## src/rtl/stopwatch_ctrl_if.sv

```systemverilog
// Key/tick inputs and control strobes between the stopwatch sequencer and its datapath.
// The sequencer owns the slave side; whoever drives the keys and prescaler tick uses master.
interface stopwatch_ctrl_if;
   logic [2:0] key_n;
   logic       tick;
   logic       cnt_en;
   logic       cnt_clr;
   logic       presc_clr;
   logic       lap_load;
   logic       lap_show;
   logic [1:0] state;

   modport master (
      output key_n, tick,
      input  cnt_en, cnt_clr, presc_clr, lap_load, lap_show, state
   );

   modport slave (
      input  key_n, tick,
      output cnt_en, cnt_clr, presc_clr, lap_load, lap_show, state
   );
endinterface

```

## src/rtl/stopwatch_ctrl.sv

```systemverilog
// Stopwatch sequencer: key synchronizers, debouncers, press detection and the run-control FSM.
//   state | meaning
//   IDLE  | stopped, digits may be cleared
//   RUN   | counting, live digits displayed
//   PAUSE | stopped mid-interval, resume keeps prescaler phase
//   LAP   | counting, display frozen on captured lap value
module stopwatch_ctrl #(
   parameter int FREQ_MHZ    = 50,
   parameter int DEBOUNCE_MS = 10
) (
   input logic             clk,
   input logic             reset,
   stopwatch_ctrl_if.slave bus
);
   localparam int DEB_CYCLES = FREQ_MHZ * 1000 * DEBOUNCE_MS;
   localparam int DW         = $clog2(DEB_CYCLES + 1);
   localparam logic [DW-1:0] DEB_LAST = DW'(DEB_CYCLES - 1);

   typedef enum logic [1:0] {
      S_IDLE  = 2'b00,
      S_RUN   = 2'b01,
      S_PAUSE = 2'b10,
      S_LAP   = 2'b11
   } state_t;

   logic [2:0]    sync1, sync2;
   logic [1:0]    fill;
   logic [2:0]    armed;
   logic [2:0]    lvl, lvl_d, evt;
   logic [DW-1:0] dcnt [3];

   state_t st, st_nx;
   logic   cnt_en_q, cnt_clr_q, presc_clr_q, lap_load_q, lap_show_q;
   logic   cnt_en_nx, cnt_clr_nx, presc_clr_nx, lap_load_nx;
   logic   ev_clr, ev_start, ev_lap;

   // A key only becomes armed once a real high sample has passed the synchronizer,
   // so a key held down through reset cannot fire on its own after release.
   always_ff @(posedge clk or posedge reset) begin
      if (reset) begin
         sync1 <= 3'b111;
         sync2 <= 3'b111;
         fill  <= 2'b00;
         armed <= 3'b000;
      end else begin
         sync1 <= bus.key_n;
         sync2 <= sync1;
         fill  <= {fill[0], 1'b1};
         armed <= armed | (sync2 & {3{fill[1]}});
      end
   end

   always_ff @(posedge clk or posedge reset) begin
      if (reset) begin
         lvl <= 3'b111;
         for (int i = 0; i < 3; i++) dcnt[i] <= '0;
      end else begin
         for (int i = 0; i < 3; i++) begin
            if (sync2[i] == lvl[i]) begin
               dcnt[i] <= '0;
            end else if (dcnt[i] == DEB_LAST) begin
               lvl[i]  <= sync2[i];
               dcnt[i] <= '0;
            end else begin
               dcnt[i] <= dcnt[i] + DW'(1);
            end
         end
      end
   end

   always_ff @(posedge clk or posedge reset) begin
      if (reset) begin
         lvl_d <= 3'b111;
         evt   <= 3'b000;
      end else begin
         lvl_d <= lvl;
         evt   <= lvl_d & ~lvl & armed;
      end
   end

   // Only the highest-priority event of a cycle is seen by the FSM.
   assign ev_clr   = evt[0];
   assign ev_start = evt[1] & ~evt[0];
   assign ev_lap   = evt[2] & ~evt[1] & ~evt[0];

   always_ff @(posedge clk or posedge reset) begin
      if (reset) begin
         st          <= S_IDLE;
         cnt_en_q    <= 1'b0;
         cnt_clr_q   <= 1'b0;
         presc_clr_q <= 1'b0;
         lap_load_q  <= 1'b0;
         lap_show_q  <= 1'b0;
      end else begin
         st          <= st_nx;
         cnt_en_q    <= cnt_en_nx;
         cnt_clr_q   <= cnt_clr_nx;
         presc_clr_q <= presc_clr_nx;
         lap_load_q  <= lap_load_nx;
         lap_show_q  <= (st_nx == S_LAP);
      end
   end

   always_comb begin
      st_nx        = st;
      cnt_clr_nx   = 1'b0;
      presc_clr_nx = 1'b0;
      lap_load_nx  = 1'b0;
      cnt_en_nx    = bus.tick & ((st == S_RUN) | (st == S_LAP));
      case (st)
         S_IDLE: begin
            if (ev_start) begin
               st_nx        = S_RUN;
               presc_clr_nx = 1'b1;
            end else if (ev_clr) begin
               cnt_clr_nx = 1'b1;
            end
         end
         S_RUN: begin
            if (ev_start) begin
               st_nx = S_PAUSE;
            end else if (ev_lap) begin
               st_nx       = S_LAP;
               lap_load_nx = 1'b1;
            end
         end
         S_LAP: begin
            if (ev_clr) begin
               st_nx = S_RUN;
            end else if (ev_start) begin
               st_nx = S_PAUSE;
            end else if (ev_lap) begin
               lap_load_nx = 1'b1;
            end
         end
         S_PAUSE: begin
            if (ev_clr) begin
               st_nx      = S_IDLE;
               cnt_clr_nx = 1'b1;
            end else if (ev_start) begin
               st_nx = S_RUN;
            end
         end
         default: st_nx = S_IDLE;
      endcase
   end

   assign bus.state     = st;
   assign bus.cnt_en    = cnt_en_q;
   assign bus.cnt_clr   = cnt_clr_q;
   assign bus.presc_clr = presc_clr_q;
   assign bus.lap_load  = lap_load_q;
   assign bus.lap_show  = lap_show_q;
endmodule

```

## src/flat_wrapper.sv

```systemverilog
// flat-port wrapper written by rule: the top's interface ports become plain ports
module stopwatch_ctrl_flat 
#(
   parameter int FREQ_MHZ    = 50,
   parameter int DEBOUNCE_MS = 10
)
  (clk, reset, bus_key_n, bus_tick, bus_cnt_en, bus_cnt_clr, bus_presc_clr, bus_lap_load, bus_lap_show, bus_state);
  stopwatch_ctrl_if bus_i ();
  input logic clk;
  input logic reset;
  input wire logic [$bits(bus_i.key_n)-1:0] bus_key_n;
  input wire logic [$bits(bus_i.tick)-1:0] bus_tick;
  output wire logic [$bits(bus_i.cnt_en)-1:0] bus_cnt_en;
  output wire logic [$bits(bus_i.cnt_clr)-1:0] bus_cnt_clr;
  output wire logic [$bits(bus_i.presc_clr)-1:0] bus_presc_clr;
  output wire logic [$bits(bus_i.lap_load)-1:0] bus_lap_load;
  output wire logic [$bits(bus_i.lap_show)-1:0] bus_lap_show;
  output wire logic [$bits(bus_i.state)-1:0] bus_state;
  assign bus_i.key_n = bus_key_n;
  assign bus_i.tick = bus_tick;
  assign bus_cnt_en = bus_i.cnt_en;
  assign bus_cnt_clr = bus_i.cnt_clr;
  assign bus_presc_clr = bus_i.presc_clr;
  assign bus_lap_load = bus_i.lap_load;
  assign bus_lap_show = bus_i.lap_show;
  assign bus_state = bus_i.state;
  stopwatch_ctrl #(.FREQ_MHZ(FREQ_MHZ), .DEBOUNCE_MS(DEBOUNCE_MS)) u_core (.clk(clk), .reset(reset), .bus(bus_i));
endmodule
```

## config.mk

```make
export PLATFORM = sky130hd
export DESIGN_NAME = stopwatch_ctrl_flat
export DESIGN_NICKNAME = d
export VERILOG_FILES = /design/src/rtl/stopwatch_ctrl_if.sv /design/src/rtl/stopwatch_ctrl.sv /design/src/flat_wrapper.sv
export SDC_FILE = /design/constraint.sdc
export NUM_CORES = 1
export LEC_CHECK = 0
export ABC_AREA = 1
export CORE_MARGIN = 2
export CORE_UTILIZATION = 40
export DETAILED_ROUTE_END_ITERATION = 12
export SLEW_MARGIN = 0
export SYNTH_ARGS = -nofsm -noshare
export SYNTH_HDL_FRONTEND = slang
export SYNTH_SLANG_ARGS = --single-unit
```

## constraint.sdc

```tcl
create_clock -name clk -period 3.08 [get_ports clk]
set_input_delay 0.924 -clock clk [delete_from_list [all_inputs] [get_ports clk]]
set_output_delay 0.924 -clock clk [all_outputs]
set_load 0.01 [all_outputs]
```

==> impl_metrics.sql <==
INSERT INTO impl_metrics (metric_group, metric, value, unit) VALUES
('run_status', 'run_status', 'complete, no violations', ''),
('critical_path', 'crit_type', 'flop to primary output', ''),
('finish', 'layout_common_cells', 'nor2_1, nand2_1, dfrtp_1', ''),
('cts', 'ctsHtreeMaxLevel', '3', ''),
('yosys', 'synth.net_count', '569', ''),
('critical_path', 'critical_path_peak_fanout', '6', ''),
('cts', 'post-cts-setup-buffers', '0', ''),
('timing', 'final.period_utilization', '0.737', ''),
('yosys', 'netlist_area', '4350', 'um2'),
('yosys', 'synthesis.yosys.warnings', '0', ''),
('floorplan', 'die_width', '108', 'um'),
('cts', 'cts-buffers-inserted', '9', ''),
('placed_design', 'place_congestion', '0.846', ''),
('min_path', 'holdPathStages', '0', ''),
('floorplan', 'dieHeight', '108', 'um'),
('global_route', 'grt_max_degree', '35', ''),
('pwr', 'net_load_switching_power', '0.456', 'mW'),
('critical_path', 'timing.critical_path.slowest_stage_cell', 'clkdlybuf4s50_1', ''),
('yosys', 'netlist.area_leader.share', '0.414', ''),
('critical_path', 'worst-r2r-cell-count', '6', ''),
('global_route', 'gr-total-overflow', '0', ''),
('critical_path', 'cp_cell_sequence', 'clkdlybuf4s50_1', ''),
('global_route', 'number_of_antenna_violations_at_the_first_check_in_global_routing', '0', ''),
('yosys', 'netlist-cell-type-count', '29', ''),
('yosys', 'synth-seq-cells', '84', ''),
('cts', 'ctsLongestPathBuffers', '2', ''),
('finish', 'syn_to_final_growth', '12.2', '%'),
('timing', 'finalClockSkew', '0.00871', 'ns'),
('finish', 'number_of_fill_cells_in_the_layout', '1102', ''),
('finish', 'final_nets', '589', ''),
('pwr', 'power.share.clock', '0.422', ''),
('timing', 'hold_viol_final', '0', ''),
('placed_design', 'port-buffer-count', '12', ''),
('cts', 'clock_root_cell', 'clkbuf_8', ''),
('critical_path', 'r2r_end', 'u_core.dcnt[20]', ''),
('timing', 'worstMarginPinSlew', '0.620', 'ns'),
('yosys', 'synth_seq_area_share', '0.487', ''),
('route', 'drt_pass1_iterations', '4', ''),
('cts', 'path_clk_slew', '0.08', 'ns'),
('floorplan', 'dieArea', '11700', 'um2'),
('timing', 'timing.final.setup_violations', '0', ''),
('route', 'route.final.wire_length', '8.84', 'mm'),
('route', 'vias', '3433', ''),
('route', 'drc', '0', ''),
('critical_path', 'critPathCaptureType', 'primary output', ''),
('yosys', 'synth_area_leader_cell', 'dfrtp_1', ''),
('timing', 'totalNegativeSetupSlack', '0', 'ns'),
('timing', 'relSlewSlack', '0.586', ''),
('cts', 'cts_hold_repair_buffers', '0', ''),
('min_path', 'min-delay-path-class', 'flop to flop', ''),
('min_path', 'holdCritStartpoint', 'u_core.sync1[2]', ''),
('timing', 'fin_crit', '2.27', 'ns'),
('cts', 'clock_tree_from_tritoncts', 'built', ''),
('route', 'number_of_drc_violations_after_detailed_routing_iteration_0', '278', ''),
('timing', 'final-max-slew-violation-count', '0', ''),
('timing', 'hold-worst-slack', '0.361', 'ns'),
('critical_path', 'reg2reg_from', 'u_core.dcnt[19]', ''),
('pwr', 'design_internal_power', '1.62', 'mW'),
('finish', 'antenna_cells', '0', ''),
('global_route', 'grt_use_total', '0.169', ''),
('finish', 'post_layout_nonfiller_instances', '725', ''),
('yosys', 'syn-instance-count', '560', ''),
('floorplan', 'num_rows', '38', ''),
('critical_path', 'crit_arrival', '1.35', 'ns'),
('cts', 'cts-resized-gates', '0', ''),
('global_route', 'grt_first_pass_wirelength', '15.4', 'mm'),
('pwr', 'irDropWorstVdd', '216', 'uV'),
('flow_run', 'drv.max_cap_violation_count', '0', ''),
('global_route', 'grt_pass1_vias', '3326', ''),
('floorplan', 'initial_utilization', '0.405', ''),
('timing', 'fmaxAchievable', '440', 'MHz');
[power by group through the flow]
stage | sequential [mW] | combinational [mW] | clock (mW)
floorplan | 1.15 | 0.0459 | 0
global placement | 1.15 | 0.0734 | 0
detailed placement | 1.15 | 0.0755 | 0
CTS | 1.13 | 0.0753 | 0.905
global route | 1.13 | 0.0840 | 0.948
finish | 1.13 | 0.0719 | 0.878
[synth_stat cells, drive strengths merged]
cell     instances
nand2          117
dfstp           12
a21oi            9
and3             2
conb             1
dfrtp           72
xnor2            7
o21ai           11
nand4            5
ha               3
o2111ai          1
buf              5
o21bai           3
xor2            18
nand3           55
o22ai            3
and2             1
nor2           161
inv             71
nor3b            3
[logic make-up (layout without fill, tap and decap cells)]
group,Yosys count,in the layout,share of synthesized area
AND/OR/NAND/NOR,344,344,0.345
flip-flops,84,84,0.487
buffers and inverters,76,101,0.0690
AO/OA/AOI/OAI,27,27,0.0345
XOR/XNOR,25,25,0.0555
adder cells (fa/ha/maj),3,3,0.00863
other,1,1,0.000862
[metal layers]
layer | GRT usage | vias to the layer above | routed length [um] | share of wire
li1 | - | 1756 | - | -
met1 | 0.226 | 1616 | 4140 | 0.47
met2 | 0.267 | 51 | 4190 | 0.47
met3 | 0.0392 | 10 | 356 | 0.040
met4 | 0.0650 | 0 | 150 | 0.017
met5 | 0 | - | 0 | 0
[cell type report]
class	count	area (um2)	area share
flip-flops and latches	84	2120	0.434
clock inverters	5	85.1	0.0174
inverters	71	268	0.0549
well taps	140	175	0.0359
repair buffers	14	160	0.0328
multi-input cells	400	1930	0.396
clock buffers	11	141	0.0290
[worst max path at each step]
| stage | from | to | slack, ns | cells after the start |
|---|---|---|---|---|
| floorplan | reset | u_core.armed[0] | 0.01 | 1 |
| global placement | reset | u_core.lvl_d[1] | 1.08 | 3 |
| detailed placement | reset | u_core.lvl_d[1] | 1.06 | 3 |
| CTS | u_core.bus.state[0] | bus_state[0] | 0.79 | 1 |
| global route | u_core.bus.state[0] | bus_state[0] | 0.75 | 1 |
| finish | u_core.bus.state[0] | bus_state[0] | 0.81 | 1 |
[sequential cells by signal, summed over array words and instances, names as in the netlist]
signal,count
u_core.bus.lap_load,1
u_core.bus.presc_clr,1
u_core.armed,3
u_core.bus.state,2
u_core.sync2,3
u_core.sync1,3
u_core.lvl_d,3
u_core.lvl,3
u_core.dcnt,57
u_core.evt,3
u_core.bus.cnt_clr,1
u_core.bus.lap_show,1
u_core.bus.cnt_en,1
u_core.fill,2
[through the flow]
step           utilization  total power [mW]  area, um2  setup WS [ns]
3_5_place_dp         0.433              1.23       4650           1.06
5_1_grt              0.454              2.16       4880          0.750
2_1_floorplan            -              1.20       4350         0.0107
4_1_cts              0.454              2.11       4880          0.786
6_report             0.454              2.08       4880          0.809
3_3_place_gp         0.433              1.22       4650           1.08
Note: power is estimated with default switching activity, not from simulation.
